### config.mk
export PLATFORM = sky130hd
export DESIGN_NAME = pop_pulse_sequencer_flat
export DESIGN_NICKNAME = d
export VERILOG_FILES = /design/src/rtl/pop_pulse_sequencer_if.sv /design/src/rtl/pop_pulse_sequencer.sv /design/src/flat_wrapper.sv
export SDC_FILE = /design/constraint.sdc
export NUM_CORES = 1
export LEC_CHECK = 0
export BUFFER_PORTS_ARGS = -buffer_cell sky130_fd_sc_hd__clkbuf_2
export CORE_MARGIN = 5
export CORE_UTILIZATION = 63
export DETAILED_ROUTE_END_ITERATION = 10
export GPL_TIMING_DRIVEN = 0
export PLACE_DENSITY = 0.81
export SYNTH_ARGS = -nofsm -noshare
export SYNTH_HDL_FRONTEND = slang
export SYNTH_SLANG_ARGS = --single-unit
### constraint.sdc
create_clock -name clk_2M5 -period 8 [get_ports clk_2M5]
set_input_delay 2 -clock clk_2M5 [delete_from_list [all_inputs] [get_ports clk_2M5]]
set_output_delay 2 -clock clk_2M5 [all_outputs]
set_load 0.01 [all_outputs]
### src/rtl/pop_pulse_sequencer_if.sv
// Control, register-write and pulse-output bundle of the pulse sequencer.
// master: the controller driving run/trigger/writes; slave: the sequencer.
interface pop_pulse_sequencer_if #(
    parameter int unsigned WIDTH = 16,
    parameter int unsigned NCH   = 4
);
    logic             run;
    logic             oneshot;
    logic             trigger;
    logic             abort;
    logic             wr_en;
    logic [7:0]       wr_sel;
    logic [WIDTH-1:0] wr_data;
    logic [NCH-1:0]   out_ch;
    logic [WIDTH-1:0] count;
    logic             busy;
    logic             cycle_start;
    logic             done;

    modport master (
        output run, oneshot, trigger, abort, wr_en, wr_sel, wr_data,
        input  out_ch, count, busy, cycle_start, done
    );

    modport slave (
        input  run, oneshot, trigger, abort, wr_en, wr_sel, wr_data,
        output out_ch, count, busy, cycle_start, done
    );
endinterface

### src/rtl/pop_pulse_sequencer.sv
// Multi-channel periodic pulse sequencer (continuous or one-shot periods).
// Each channel k is high while start_k <= count < stop_k, one clock after the count.
// Build macro POP_SEQ_SHADOW_EN: timing writes go to shadow registers that are
// copied to the active set on every IDLE clock and on the RUN wrap clock.
module pop_pulse_sequencer #(
    parameter int unsigned WIDTH      = 16,
    parameter int unsigned NCH        = 4,
    parameter int unsigned DEF_PERIOD = 45000
) (
    input logic                  clk_2M5,
    input logic                  reset,
    pop_pulse_sequencer_if.slave bus
);
    typedef enum logic [0:0] {StIdle, StRun} state_e;

    state_e state_q, state_d;
    logic   mode_q, mode_d;  // 1: one-shot period, 0: continuous

    logic [WIDTH-1:0] period_q, period_d;
    logic [WIDTH-1:0] start_q [NCH];
    logic [WIDTH-1:0] start_d [NCH];
    logic [WIDTH-1:0] stop_q  [NCH];
    logic [WIDTH-1:0] stop_d  [NCH];

    logic             period_wr;
    logic [NCH-1:0]   start_wr, stop_wr;

    logic [WIDTH-1:0] eff_period;
    logic             wrap;
    logic             stay_run;

    logic [WIDTH-1:0] count_q, count_d;
    logic [NCH-1:0]   out_ch_q, out_ch_d;
    logic             done_q, done_d;

    // Periods below 2 behave as 2; '>=' also catches a period lowered under the count.
    assign eff_period = (period_q < WIDTH'(2)) ? WIDTH'(2) : period_q;
    assign wrap       = (state_q == StRun) && (count_q >= eff_period - WIDTH'(1));

    // Register select decode; selects beyond the last channel match nothing.
    always_comb begin
        period_wr = bus.wr_en && (bus.wr_sel == 8'd0);
        start_wr  = '0;
        stop_wr   = '0;
        for (int k = 0; k < NCH; k++) begin
            start_wr[k] = bus.wr_en && (bus.wr_sel == 8'(2 * k + 1));
            stop_wr[k]  = bus.wr_en && (bus.wr_sel == 8'(2 * k + 2));
        end
    end

`ifdef POP_SEQ_SHADOW_EN
    logic [WIDTH-1:0] period_sh_q, period_w;
    logic [WIDTH-1:0] start_sh_q [NCH];
    logic [WIDTH-1:0] start_w    [NCH];
    logic [WIDTH-1:0] stop_sh_q  [NCH];
    logic [WIDTH-1:0] stop_w     [NCH];
    logic             load;

    // A write on the wrap clock bypasses the shadow so it applies to the new period.
    assign load = (state_q == StIdle) || wrap;

    // Shadow next values and conditional transfer to the active set.
    always_comb begin
        period_w = period_wr ? bus.wr_data : period_sh_q;
        period_d = load ? period_w : period_q;
        start_w  = start_sh_q;
        stop_w   = stop_sh_q;
        start_d  = start_q;
        stop_d   = stop_q;
        for (int k = 0; k < NCH; k++) begin
            if (start_wr[k]) start_w[k] = bus.wr_data;
            if (stop_wr[k])  stop_w[k]  = bus.wr_data;
            if (load) begin
                start_d[k] = start_w[k];
                stop_d[k]  = stop_w[k];
            end
        end
    end

    // Shadow register bank.
    always_ff @(posedge clk_2M5 or posedge reset) begin
        if (reset) begin
            period_sh_q <= WIDTH'(DEF_PERIOD);
            for (int k = 0; k < NCH; k++) begin
                start_sh_q[k] <= '0;
                stop_sh_q[k]  <= '0;
            end
        end else begin
            period_sh_q <= period_w;
            for (int k = 0; k < NCH; k++) begin
                start_sh_q[k] <= start_w[k];
                stop_sh_q[k]  <= stop_w[k];
            end
        end
    end
`else
    // Writes go straight to the active registers, even mid-period.
    always_comb begin
        period_d = period_wr ? bus.wr_data : period_q;
        start_d  = start_q;
        stop_d   = stop_q;
        for (int k = 0; k < NCH; k++) begin
            if (start_wr[k]) start_d[k] = bus.wr_data;
            if (stop_wr[k])  stop_d[k]  = bus.wr_data;
        end
    end
`endif

    // Active timing registers; reset leaves every channel off.
    always_ff @(posedge clk_2M5 or posedge reset) begin
        if (reset) begin
            period_q <= WIDTH'(DEF_PERIOD);
            for (int k = 0; k < NCH; k++) begin
                start_q[k] <= '0;
                stop_q[k]  <= '0;
            end
        end else begin
            period_q <= period_d;
            for (int k = 0; k < NCH; k++) begin
                start_q[k] <= start_d[k];
                stop_q[k]  <= stop_d[k];
            end
        end
    end

    // FSM state register, including the mode latched on entry to RUN.
    always_ff @(posedge clk_2M5 or posedge reset) begin
        if (reset) begin
            state_q <= StIdle;
            mode_q  <= 1'b0;
        end else begin
            state_q <= state_d;
            mode_q  <= mode_d;
        end
    end

    // FSM next state; abort outranks every other transition.
    always_comb begin
        state_d = state_q;
        mode_d  = mode_q;
        unique case (state_q)
            StIdle: begin
                if (!bus.abort && ((bus.run && !bus.oneshot) || (bus.trigger && bus.oneshot))) begin
                    state_d = StRun;
                    mode_d  = bus.oneshot;
                end
            end
            StRun: begin
                if (bus.abort) begin
                    state_d = StIdle;
                end else if (mode_q) begin
                    if (wrap) state_d = StIdle;
                end else if (!bus.run) begin
                    state_d = StIdle;
                end
            end
            default: state_d = StIdle;
        endcase
    end

    // Datapath next values; outputs are forced low on any clock that leaves or enters RUN.
    always_comb begin
        stay_run = (state_q == StRun) && (state_d == StRun);
        count_d  = '0;
        if (stay_run && !wrap) count_d = count_q + WIDTH'(1);
        out_ch_d = '0;
        for (int k = 0; k < NCH; k++) begin
            out_ch_d[k] = stay_run && (start_q[k] <= count_q) && (count_q < stop_q[k]) &&
                          (start_q[k] < eff_period);
        end
        done_d = mode_q && wrap && !bus.abort;
    end

    // Datapath registers.
    always_ff @(posedge clk_2M5 or posedge reset) begin
        if (reset) begin
            count_q  <= '0;
            out_ch_q <= '0;
            done_q   <= 1'b0;
        end else begin
            count_q  <= count_d;
            out_ch_q <= out_ch_d;
            done_q   <= done_d;
        end
    end

    // FSM and datapath outputs.
    always_comb begin
        bus.busy        = (state_q == StRun);
        bus.cycle_start = (state_q == StRun) && (count_q == '0);
        bus.count       = count_q;
        bus.out_ch      = out_ch_q;
        bus.done        = done_q;
    end
endmodule
### src/flat_wrapper.sv
// flat-port wrapper written by rule: the top's interface ports become plain ports
module pop_pulse_sequencer_flat 
#(
    parameter int unsigned WIDTH      = 16,
    parameter int unsigned NCH        = 4,
    parameter int unsigned DEF_PERIOD = 45000
)
  (clk_2M5, reset, bus_run, bus_oneshot, bus_trigger, bus_abort, bus_wr_en, bus_wr_sel, bus_wr_data, bus_out_ch, bus_count, bus_busy, bus_cycle_start, bus_done);
  pop_pulse_sequencer_if #(.WIDTH(WIDTH), .NCH(NCH)) bus_i ();
  input logic clk_2M5;
  input logic reset;
  input wire logic [$bits(bus_i.run)-1:0] bus_run;
  input wire logic [$bits(bus_i.oneshot)-1:0] bus_oneshot;
  input wire logic [$bits(bus_i.trigger)-1:0] bus_trigger;
  input wire logic [$bits(bus_i.abort)-1:0] bus_abort;
  input wire logic [$bits(bus_i.wr_en)-1:0] bus_wr_en;
  input wire logic [$bits(bus_i.wr_sel)-1:0] bus_wr_sel;
  input wire logic [$bits(bus_i.wr_data)-1:0] bus_wr_data;
  output wire logic [$bits(bus_i.out_ch)-1:0] bus_out_ch;
  output wire logic [$bits(bus_i.count)-1:0] bus_count;
  output wire logic [$bits(bus_i.busy)-1:0] bus_busy;
  output wire logic [$bits(bus_i.cycle_start)-1:0] bus_cycle_start;
  output wire logic [$bits(bus_i.done)-1:0] bus_done;
  assign bus_i.run = bus_run;
  assign bus_i.oneshot = bus_oneshot;
  assign bus_i.trigger = bus_trigger;
  assign bus_i.abort = bus_abort;
  assign bus_i.wr_en = bus_wr_en;
  assign bus_i.wr_sel = bus_wr_sel;
  assign bus_i.wr_data = bus_wr_data;
  assign bus_out_ch = bus_i.out_ch;
  assign bus_count = bus_i.count;
  assign bus_busy = bus_i.busy;
  assign bus_cycle_start = bus_i.cycle_start;
  assign bus_done = bus_i.done;
  pop_pulse_sequencer #(.WIDTH(WIDTH), .NCH(NCH), .DEF_PERIOD(DEF_PERIOD)) u_core (.clk_2M5(clk_2M5), .reset(reset), .bus(bus_i));
endmodule
==> reports/results.txt, run 1 <==
The run finished with clean final reports. The library cell used as clock root buffer was clkbuf_16. Cell internal power was estimated by the tool at 1.52 mW. In this run the tool buffered the top-level ports with 53 buffer cells. The floorplan step defined a die boundary enclosing 20600 um2. The slew at the pin closest to its max-slew limit came out at 1.25 ns.

The worst hold path terminates at u_core.stop_q[0]. Across all hold checks on the routed design, the worst slack comes to 0.505 ns. The combined flip-flop and latch cell area was 4190 um2. Synthesis inferred 167 register bits. Setup repair after global routing left no endpoint under its margin. The all-layer global routing usage was 29.1%; the sequential share of power was 42.0%. Met3 track demand over resource: 5.16%.

The tools report the number of different library cells in the post-synthesis netlist as 53. The analysis attributes to net switching a power of 0.662 mW. The first detailed-routing pass took 5 iterations.

After synthesis, the largest area contributor takes up 35.1% of total cell area. After floorplanning, the core was sized to cover 17400 um2. For the worst setup path, the data arrival time is 5.09 ns. For the synthesized area, the log shows 11300 um2. In the routed layout, each cell is associated on average with a via count of 6.43. The multi-input combinational cells in the finished layout cover a total of 6640 um2. The residual overflow from global routing was 0; the worst path setup slack after routing was 3.16 ns. Summed over all layers, the routed wires come to 29.0 mm.

The later pin in the worst-skew pair is clocked with a latency of 0.44 ns. The run gives 1345 as the number of nets in the layout. Between clock sinks in the finished design, the worst skew comes to 0.0131 ns. After synthesis, the cell types taking the most area are dfrtp_1 (35%), ha_1 (23%), mux2_2 (14%), inv_1 (3.3%), a21oi_1 (2.6%). The tools report the residual DRC count as 0.

The number of standard cells after synthesis is 1038. After clock tree synthesis, the flow added hold-fix buffers numbering 0. The remaining number of nets flagged by the antenna check after routing was 0; the data required time of the worst path was 8.25 ns. At the end of routability-driven placement, the weighted congestion stood at 0.906.

The routed layout has 8672 vias. In this run the most used layer during global routing was met2. Class of the most critical setup path: flop to flop. The worst setup path is launched from a flop. The cell count of the worst hold path works out to 1.

The startpoint identified for the worst hold timing path is u_core.stop_q[0]. The CTS clock-pin slew for the worst setup and hold paths works out to 0.07 ns. Cells with a size suffix above 1 make up 22.4% of the layout. The run gives 2 as the maximum root-to-sink buffer count. For the number of warnings printed during yosys synthesis, the log shows 0. The placement-stage worst setup slack was 3.38 ns.

Counting cells, the worst reg-to-reg path comes to 13. Entering global routing, the biggest net connects 136 pins. The maximum frequency from static timing analysis is 207 MHz, and the routing usage on met2 is 49.7%. The area growth from synthesis to layout is 10.2%. The wire length per cell was 21.5 um; the final number of setup-violating endpoints was 0.

The number of failing hold endpoints at the final stage is 0. The effective utilization at floorplan is 64.6%. Library cell with the largest summed area after synthesis: dfrtp_1. The tools report the fraction of power consumed by the clock network as 36.3%. In this run the count of I/O pins placed on the die edge is 54. The routing usage on met1 is 36.9%, and the number of gates resized after cts is 0.

For the number of slew-limit violations in the final report, the log shows 0. In this run, CTS created clock tree buffers numbering 17. The vertical extent of the die was 144 um. The tools report the reg-to-reg critical path endpoint as u_core.bus.out_ch[3]. Net switching is 30.3% of the power. The floorplan has 48 rows. In the final timing run, aggregate negative setup slack is 0 ns.

In this run the tightest slew margin relative to its limit is 14.2%. The final critical path takes up 60.4% of the cycle. TritonCTS built the clock tree. After filler insertion, the fill cell instance count of the layout stands at 1249. Buffers added to address setup during post-CTS repair amount to 0. Sequential elements use 37.2% of the synthesized area.

The number of synthesized flops with an enable pin was 0. In the layout the commonest cells are ha_1 (203), dfrtp_1 (158), mux2_2 (143), inv_1 (99), a21oi_1 (58). The tightest min-delay check is of the flop to flop type.

Sort of element at the end of the critical path: a flop. VDD sags by at most 0.000171 V. Number of global-route vias before repair: 8859.

Along the worst path, the maximum fanout reaches 6. The total nets after synthesis is 1272, and the per-instance average area after synthesis is 10.8 um2. The maximum level of the CTS H-tree was 4; the wire length of the first global-routing pass was 45.9 mm. The run gives 0 as the number of antenna violations at the first check in global routing. Flip-flop cell with the highest count after synthesis: dfrtp_1. The tools report the worst flop-to-flop path startpoint as u_core.period_q[10].

The leakage power total is 6.18 nW, and the proportion of synthesized flip-flops having asynchronous set or reset is 100%. The x dimension of the die works out to 144 um. The worst-case register-to-register setup slack is 3.16 ns, and the power density over the cells is 176 nW/um2.

The worst path needs 4.84 ns of the cycle, external delays included. Starting DRC count in detailed routing: 635. The tools report the number of maximum-capacitance violations as 0.

Combinational logic burns 21.8% of the power. 0 antenna diodes ended up in the layout. Most common cell after layout, fill and taps aside: ha_1. Summed over all nets, the half-perimeter wirelength after detailed placement is 21.7 mm. The count of clock tree sinks is 167.
==> cell families after synthesis <==
kind of cell	Yosys count	share of synthesized area, %
multiplexers	145	14.5
adder cells (fa/ha/maj)	203	22.6
AO/OA/AOI/OAI	159	9.41
buffers and inverters	112	3.83
XOR/XNOR	26	2.02
AND/OR/NAND/NOR	226	10.5
flip-flops	167	37.2
==> routing by layer <==
layer | vias up | routed length (um) | part of all wire (%)
met3 | 65 | 1570 | 5.4
met1 | 4319 | 12200 | 42
met2 | 282 | 14300 | 49
met4 | 0 | 954 | 3.3
met5 | - | 0 | 0
li1 | 4006 | - | -
==> how the worst max path moves through the flow <==
stage | start | end | slack (ns) | cells past startpoint
6_report | u_core.period_q[10] | u_core.bus.out_ch[3] | 3.16 | 13
5_1_grt | u_core.period_q[10] | u_core.bus.out_ch[3] | 2.84 | 14
4_1_cts | u_core.period_q[10] | u_core.bus.out_ch[3] | 3.29 | 14
3_5_place_dp | u_core.period_q[10] | u_core.bus.out_ch[3] | 3.38 | 14
3_3_place_gp | reset | u_core.stop_q[52] | -0.30 | 2
2_1_floorplan | reset | u_core.bus.busy | 1.50 | 1
==> power by group through the flow <==
stage	Combinational, mW	Sequential (mW)	Clock, mW
after detailed placement	0.465	0.931	0
final	0.475	0.917	0.793
after floorplan	0.326	0.922	0
after CTS	0.473	0.916	0.801
after global placement	0.440	0.930	0
after global routing	0.527	0.921	0.838
==> Yosys cell counts, types with 3 or more instances <==
cell type	number
ha_1	203
dfrtp_1	158
mux2_2	143
inv_1	100
a21oi_1	58
nor2_1	52
nand2_1	37
nand4_1	33
nand3_1	32
xnor2_1	26
o21ai_0	23
nor3_1	16
nor4_1	15
a21o_1	13
a2111oi_0	12
a211oi_1	10
dfstp_2	9
nor2b_1	9
clkbuf_1	8
o211ai_1	8
o21a_1	6
or4_1	5
a21boi_0	4
and3_1	4
and4_1	4
nand2b_1	4
o2111ai_1	4
buf_2	3
o31ai_1	3
or3_1	3
==> registers in the layout, summed over array words and instances (netlist names) <==
name               cells
u_core.bus.out_ch      4
u_core.period_q       16
u_core.bus.count      16
u_core.start_q        64
u_core.bus.busy        1
u_core.bus.done        1
u_core.stop_q         64
u_core.mode_q          1
==> per-stage QoR <==
step | area (um2) | total power [mW] | std cells | utilization (%)
floorplan | 11300 | 1.25 | 1038 | -
global placement | 11800 | 1.37 | 1316 | 67.8
detailed placement | 11800 | 1.40 | 1317 | 68.0
CTS | 12400 | 2.19 | 1349 | 71.3
global route | 12400 | 2.29 | 1349 | 71.3
finish | 12400 | 2.19 | 1349 | 71.3
==> cell type report <==
class | count | share of cell area [%]
repair buffers | 54 | 2.36
plain buffers | 12 | 0.454
flip-flops and latches | 167 | 33.8
clock buffers | 19 | 3.57
well taps | 225 | 2.27
inverters | 100 | 3.09
clock inverters | 13 | 1.01
multi-input cells | 759 | 53.5
==> worst max-delay path: stages, from the launching register on <==
cell and delay (ns):
dfstp_2 0.40, or4_4 0.59, nor4_1 0.45, a31oi_1 0.40, ha_1 0.37, nand3_1 0.22
nor2_1 0.10, xnor2_1 0.14, ha_1 0.30, nand4_1 0.10, a2111oi_0 0.58, nand2_1 0.13
a32oi_1 0.62, a2111oi_0 0.25
No activity file was read; power rests on OpenSTA's default activity.
==> run 2: changes to the inputs <==
--- a/config.mk
+++ b/config.mk
@@ -7,10 +7,10 @@
 export LEC_CHECK = 0
 export BUFFER_PORTS_ARGS = -buffer_cell sky130_fd_sc_hd__clkbuf_2
 export CORE_MARGIN = 5
-export CORE_UTILIZATION = 63
+export CORE_UTILIZATION = 57
 export DETAILED_ROUTE_END_ITERATION = 10
 export GPL_TIMING_DRIVEN = 0
-export PLACE_DENSITY = 0.81
+export PLACE_DENSITY = 0.78
 export SYNTH_ARGS = -nofsm -noshare
 export SYNTH_HDL_FRONTEND = slang
 export SYNTH_SLANG_ARGS = --single-unit
==> constraint.sdc (replaced) <==
create_clock -name clk_2M5 -period 4.44 [get_ports clk_2M5]
set_input_delay 1.11 -clock clk_2M5 [delete_from_list [all_inputs] [get_ports clk_2M5]]
set_output_delay 1.11 -clock clk_2M5 [all_outputs]
set_load 0.01 [all_outputs]
==> run 2 against run 1 <==
  * Worst hold slack got worse by 0.0047 ns
  * Clock skew fell by 0.0057 ns
  * First-iteration DRC count fell by 7.6%
  * Critical path depth rose by 1
  * Sequential share of layout area fell by 0.73 points
  * Combinational power rose by 89%
  * Design area rose by 2.2%
  * Core utilization fell by 6.1 points
  * Die area rose by 9.8%
  * Wire length rose by 1.0%
  * Global-route usage fell by 2.7 points
==> reports/results.txt, run 2 (same netlist as run 1, synthesis figures left out) <==
The flow ran to the end, and the final reports show no timing, DRC or antenna violations. For the number of slew-limit violations in the final report, the log shows 0 (unchanged). Reg-to-reg critical path endpoint: u_core.bus.count[10] (was u_core.bus.out_ch[3]). The tools report the area of the die as 22700 um2 (was 20600 um2). The tools report the sequential share of power as 39.8% (was 42.0%). Biggest regs: u_core.start_q: 64 flops, u_core.stop_q: 64 flops (unchanged). The kind of start point of the critical path was a flop (unchanged). Depth of the worst register-to-register path: 14 (was 13). The placed wire-length estimate is 22.1 mm (was 21.7 mm), and the data required time of the worst path is 4.81 ns (was 8.25 ns). The met2 layer wire length in the routed design came out at 14.2 mm (was 14.3 mm). The x dimension of the die came out at 151 um (was 144 um). The uppermost metal layer occupied by signal nets is met4 (unchanged). The synthesis-to-finish area growth is 12.6% (was 10.2%), and the cell internal power dissipation is 2.92 mW (was 1.52 mW).

The switching share of power was 29.6% (was 30.3%). The worst setup path startpoint is u_core.period_q[14] (was u_core.period_q[10]). The number of maximum-capacitance violations was 0 (unchanged); the pin count of the biggest net entering global routing was 43 (was 136). Routed metal-1 wire length: 12.3 mm (was 12.2 mm). The tools report the total length of routed wires as 29.3 mm (was 29.0 mm).

The tools report the combined flip-flop and latch cell area as 4190 um2 (unchanged). Most common cell after layout, fill and taps aside: ha_1 (unchanged). Setup repair after global routing left no endpoint under its margin.

The logic depth of the worst setup path including buffers is 14 (was 13), and the portion of the clock cycle consumed by the worst path in the final layout is 96.1% (was 60.4%). The number of inserted filler cells in the final layout is 1518 (was 1249). The time the final worst path needs with I/O delays and setup was 4.26 ns (was 4.84 ns).

The power spent charging and discharging nets came out at 1.23 mW (was 0.662 mW). The logs give 26.4% (was 29.1%) for the all-layer global routing usage and 2 (unchanged) for the maximum root-to-sink buffer count. The tools report the starting DRC count in detailed routing as 587 (was 635). Sort of element at the end of the critical path: a flop (unchanged). End of the critical path: u_core.bus.count[10] (was u_core.bus.out_ch[3]).

Number of failing hold endpoints at the final stage: 0 (unchanged). Detailed-router iteration count before antenna repair: 5 (unchanged). Count of clock tree sinks: 167 (unchanged). The tools report the core outline area as 19500 um2 (was 17400 um2). Sum of buffers and inverters on the critical path: 2 (was 0). The run gives 0 ns (unchanged) as the final total negative setup slack.

The tools report the library cell used as clock root buffer as clkbuf_16 (unchanged). The tools report the number of hold buffers added after cts as 0 (unchanged). TritonCTS built the clock tree. The post-route clock skew was 0.00741 ns (was 0.0131 ns). The maximum level of the CTS H-tree is 4 (unchanged). The leakage power total was 6.25 nW (was 6.18 nW); the latest clock arrival within the worst-skew pair was 0.44 ns (about the same). The run gives 0 (unchanged) as the number of antenna cells inserted. The logs give 35.4% (was 14.2%) for the max-slew headroom at the worst pin and 17 (unchanged) for the clock buffer count from CTS.

Slew at the pin closest to its max-slew limit: 0.945 ns (was 1.25 ns). The wire length of the first global-routing pass came out at 45.6 mm (was 45.9 mm). The run gives 8665 (was 8672) as the count of vias placed by the detailed router. The number of port buffers was 53 (unchanged); the CTS clock-pin slew for the worst setup and hold paths was 0.07 ns (about the same). The run gives 0.500 ns (was 0.505 ns) as the worst hold slack after final layout. The run gives 21.7% (was 21.8%) as the combinational share of power. The run gives 0 (unchanged) as the remaining number of nets flagged by the antenna check after routing.

The residual overflow from global routing came out at 0 (unchanged). Placement row count: 51 (was 48). The logs give 0.000289 V (was 0.000171 V) for the peak supply drop and 6730 um2 (was 6640 um2) for the multi-input logic area. The number of nets in the layout was 1351 (was 1345).

Slowest cell on the critical path: or4_1 (was a32oi_1). The logs give 234 MHz (was 207 MHz) for the maximum frequency from static timing analysis and 57.9% (was 64.6%) for the effective utilization at floorplan. The most numerous cell on the critical path was ha_1. The class of the tightest hold or removal check was flop to flop (unchanged). Commonest non-fill, non-tap cells in the layout: ha_1 (203), dfrtp_1 (158), mux2_2 (143), inv_1 (99), a21oi_1 (58) (unchanged). The via density per instance works out to 6.21 (was 6.43). Fraction of power consumed by the clock network: 38.5% (was 36.3%). The routability congestion estimate was 0.898 (was 0.906); the power density over the cells was 327 nW/um2 (was 176 nW/um2).

The logs give 54 (unchanged) for the number of I/O pins and 0 (unchanged) for the final number of setup-violating endpoints. The tools report the residual DRC count as 0 (unchanged). The dominant delay contributor by cell family on the critical path was compound AO/OA/AOI/OAI gates (unchanged). The number of global-route vias before repair came out at 8712 (was 8859). Cells along the critical path: or4_1 > o41ai_4 > ha_1 > nand3_1 > xnor2_1 > ha_1 > a2111oi_4 > nor2b_1 > o21ai_0 > a221o_1 > or2_1 > buf_2 > buf_6 > nor2_1 (was or4_4 > nor4_1 > a31oi_1 > ha_1 > nand3_1 > nor2_1 > xnor2_1 > ha_1 > nand4_1 > a2111oi_0 > nand2_1 > a32oi_1 > a2111oi_0).

Class of the most critical setup path: flop to flop (unchanged). Worst-case register-to-register setup slack: 0.18 ns (was 3.16 ns). The wire length per cell works out to 21.0 um (was 21.5 um).

The proportion of layout cells with a drive suffix above 1 was 23.5% (was 22.4%); the data arrival time of the worst path was 4.63 ns (was 5.09 ns). The run gives 0 (unchanged) as the number of antenna violations at the first check in global routing. The worst flop-to-flop path startpoint was u_core.period_q[14] (was u_core.period_q[10]). The highest fanout seen on the critical path came out at 10 (was 6). The vertical extent of the die was 151 um (was 144 um). The worst stage delay on the critical path was 0.58 ns (was 0.62 ns); the routed length on met3 was 1.86 mm (was 1.57 mm).
[run 2: changes by cell type in the layout (fill, tap and decap cells not counted), moves of 2 or more]
cell / previous run / this run
a2111oi_0: 12 / 7
buf_4: 0 / 2
bufinv_16: 1 / 4
nor4_1: 15 / 13
a2111oi_1: 0 / 2
a2111oi_2: 2 / 4
clkinvlp_4: 2 / 5
inv_6: 1 / 3
buf_12: 0 / 4
clkinv_4: 7 / 2
[run 2: how the worst min path moves through the flow]
stage               slack (ns)  cells after the start         startpoint                end
floorplan                 0.47                      1  u_core.stop_q[48]  u_core.stop_q[48]
global placement          0.48                      1  u_core.stop_q[48]  u_core.stop_q[48]
detailed placement        0.49                      1  u_core.stop_q[48]  u_core.stop_q[48]
CTS                       0.50                      1  u_core.stop_q[48]  u_core.stop_q[48]
global route              0.51                      1   u_core.stop_q[5]   u_core.stop_q[5]
finish                    0.50                      1  u_core.stop_q[32]  u_core.stop_q[32]
[run 2: through the flow]
step | util, % | cells | setup slack, ns | instance area, um2 | power, mW
floorplan | - | 1038 | 0.660 | 11300 | 2.25
global route | 65.2 | 1395 | 0.0294 | 12700 | 4.33
finish | 65.2 | 1395 | 0.175 | 12700 | 4.15
CTS | 64.6 | 1392 | 0.00169 | 12600 | 4.11
global placement | 60.9 | 1356 | -0.103 | 11900 | 2.47
detailed placement | 61.4 | 1360 | -0.157 | 11900 | 2.51
[run 2: timing repair]
item,CTS,global route
cloned,0,0
endpoints found under the setup margin,5,21
resized for setup,2,14
buffers inserted,0,2
pin swaps,0,1
[run 2: per-layer routing]
metal / GRT usage [%] / up-vias
li1: - / 4002
met1: 33.8 / 4272
met2: 44.2 / 320
met3: 5.63 / 71
met4: 9.56 / 0
met5: 0 / -
[run 2: worst reg2reg max path, delay by kind of cell (launching register included)]
| kind | cells | cell delay, ns |
|---|---|---|
| buffers and inverters | 2 | 0.34 |
| AO/OA/AOI/OAI | 4 | 1.33 |
| AND/OR/NAND/NOR | 5 | 1.32 |
| adder cells (fa/ha/maj) | 2 | 0.51 |
| XOR/XNOR | 1 | 0.20 |
| flip-flops | 1 | 0.50 |
[run 2: power groups by stage]
stage | registers, mW | logic [mW] | clock network [mW]
final | 1.65 | 0.899 | 1.60
after global routing | 1.66 | 0.996 | 1.67
after CTS | 1.65 | 0.850 | 1.61
after detailed placement | 1.68 | 0.835 | 0
after global placement | 1.68 | 0.797 | 0
after floorplan | 1.66 | 0.588 | 0
[run 2: cell type report]
| class | count | share of cell area, % |
|---|---|---|
| Buffer | 12 | 0.444 |
| Multi-Input combinational cell | 759 | 53.1 |
| Timing Repair Buffer | 60 | 2.88 |
| Tap cell | 265 | 2.61 |
| Sequential cell | 167 | 33.0 |
| Inverter | 100 | 2.99 |
| Clock inverter | 14 | 1.57 |
| Clock buffer | 18 | 3.38 |
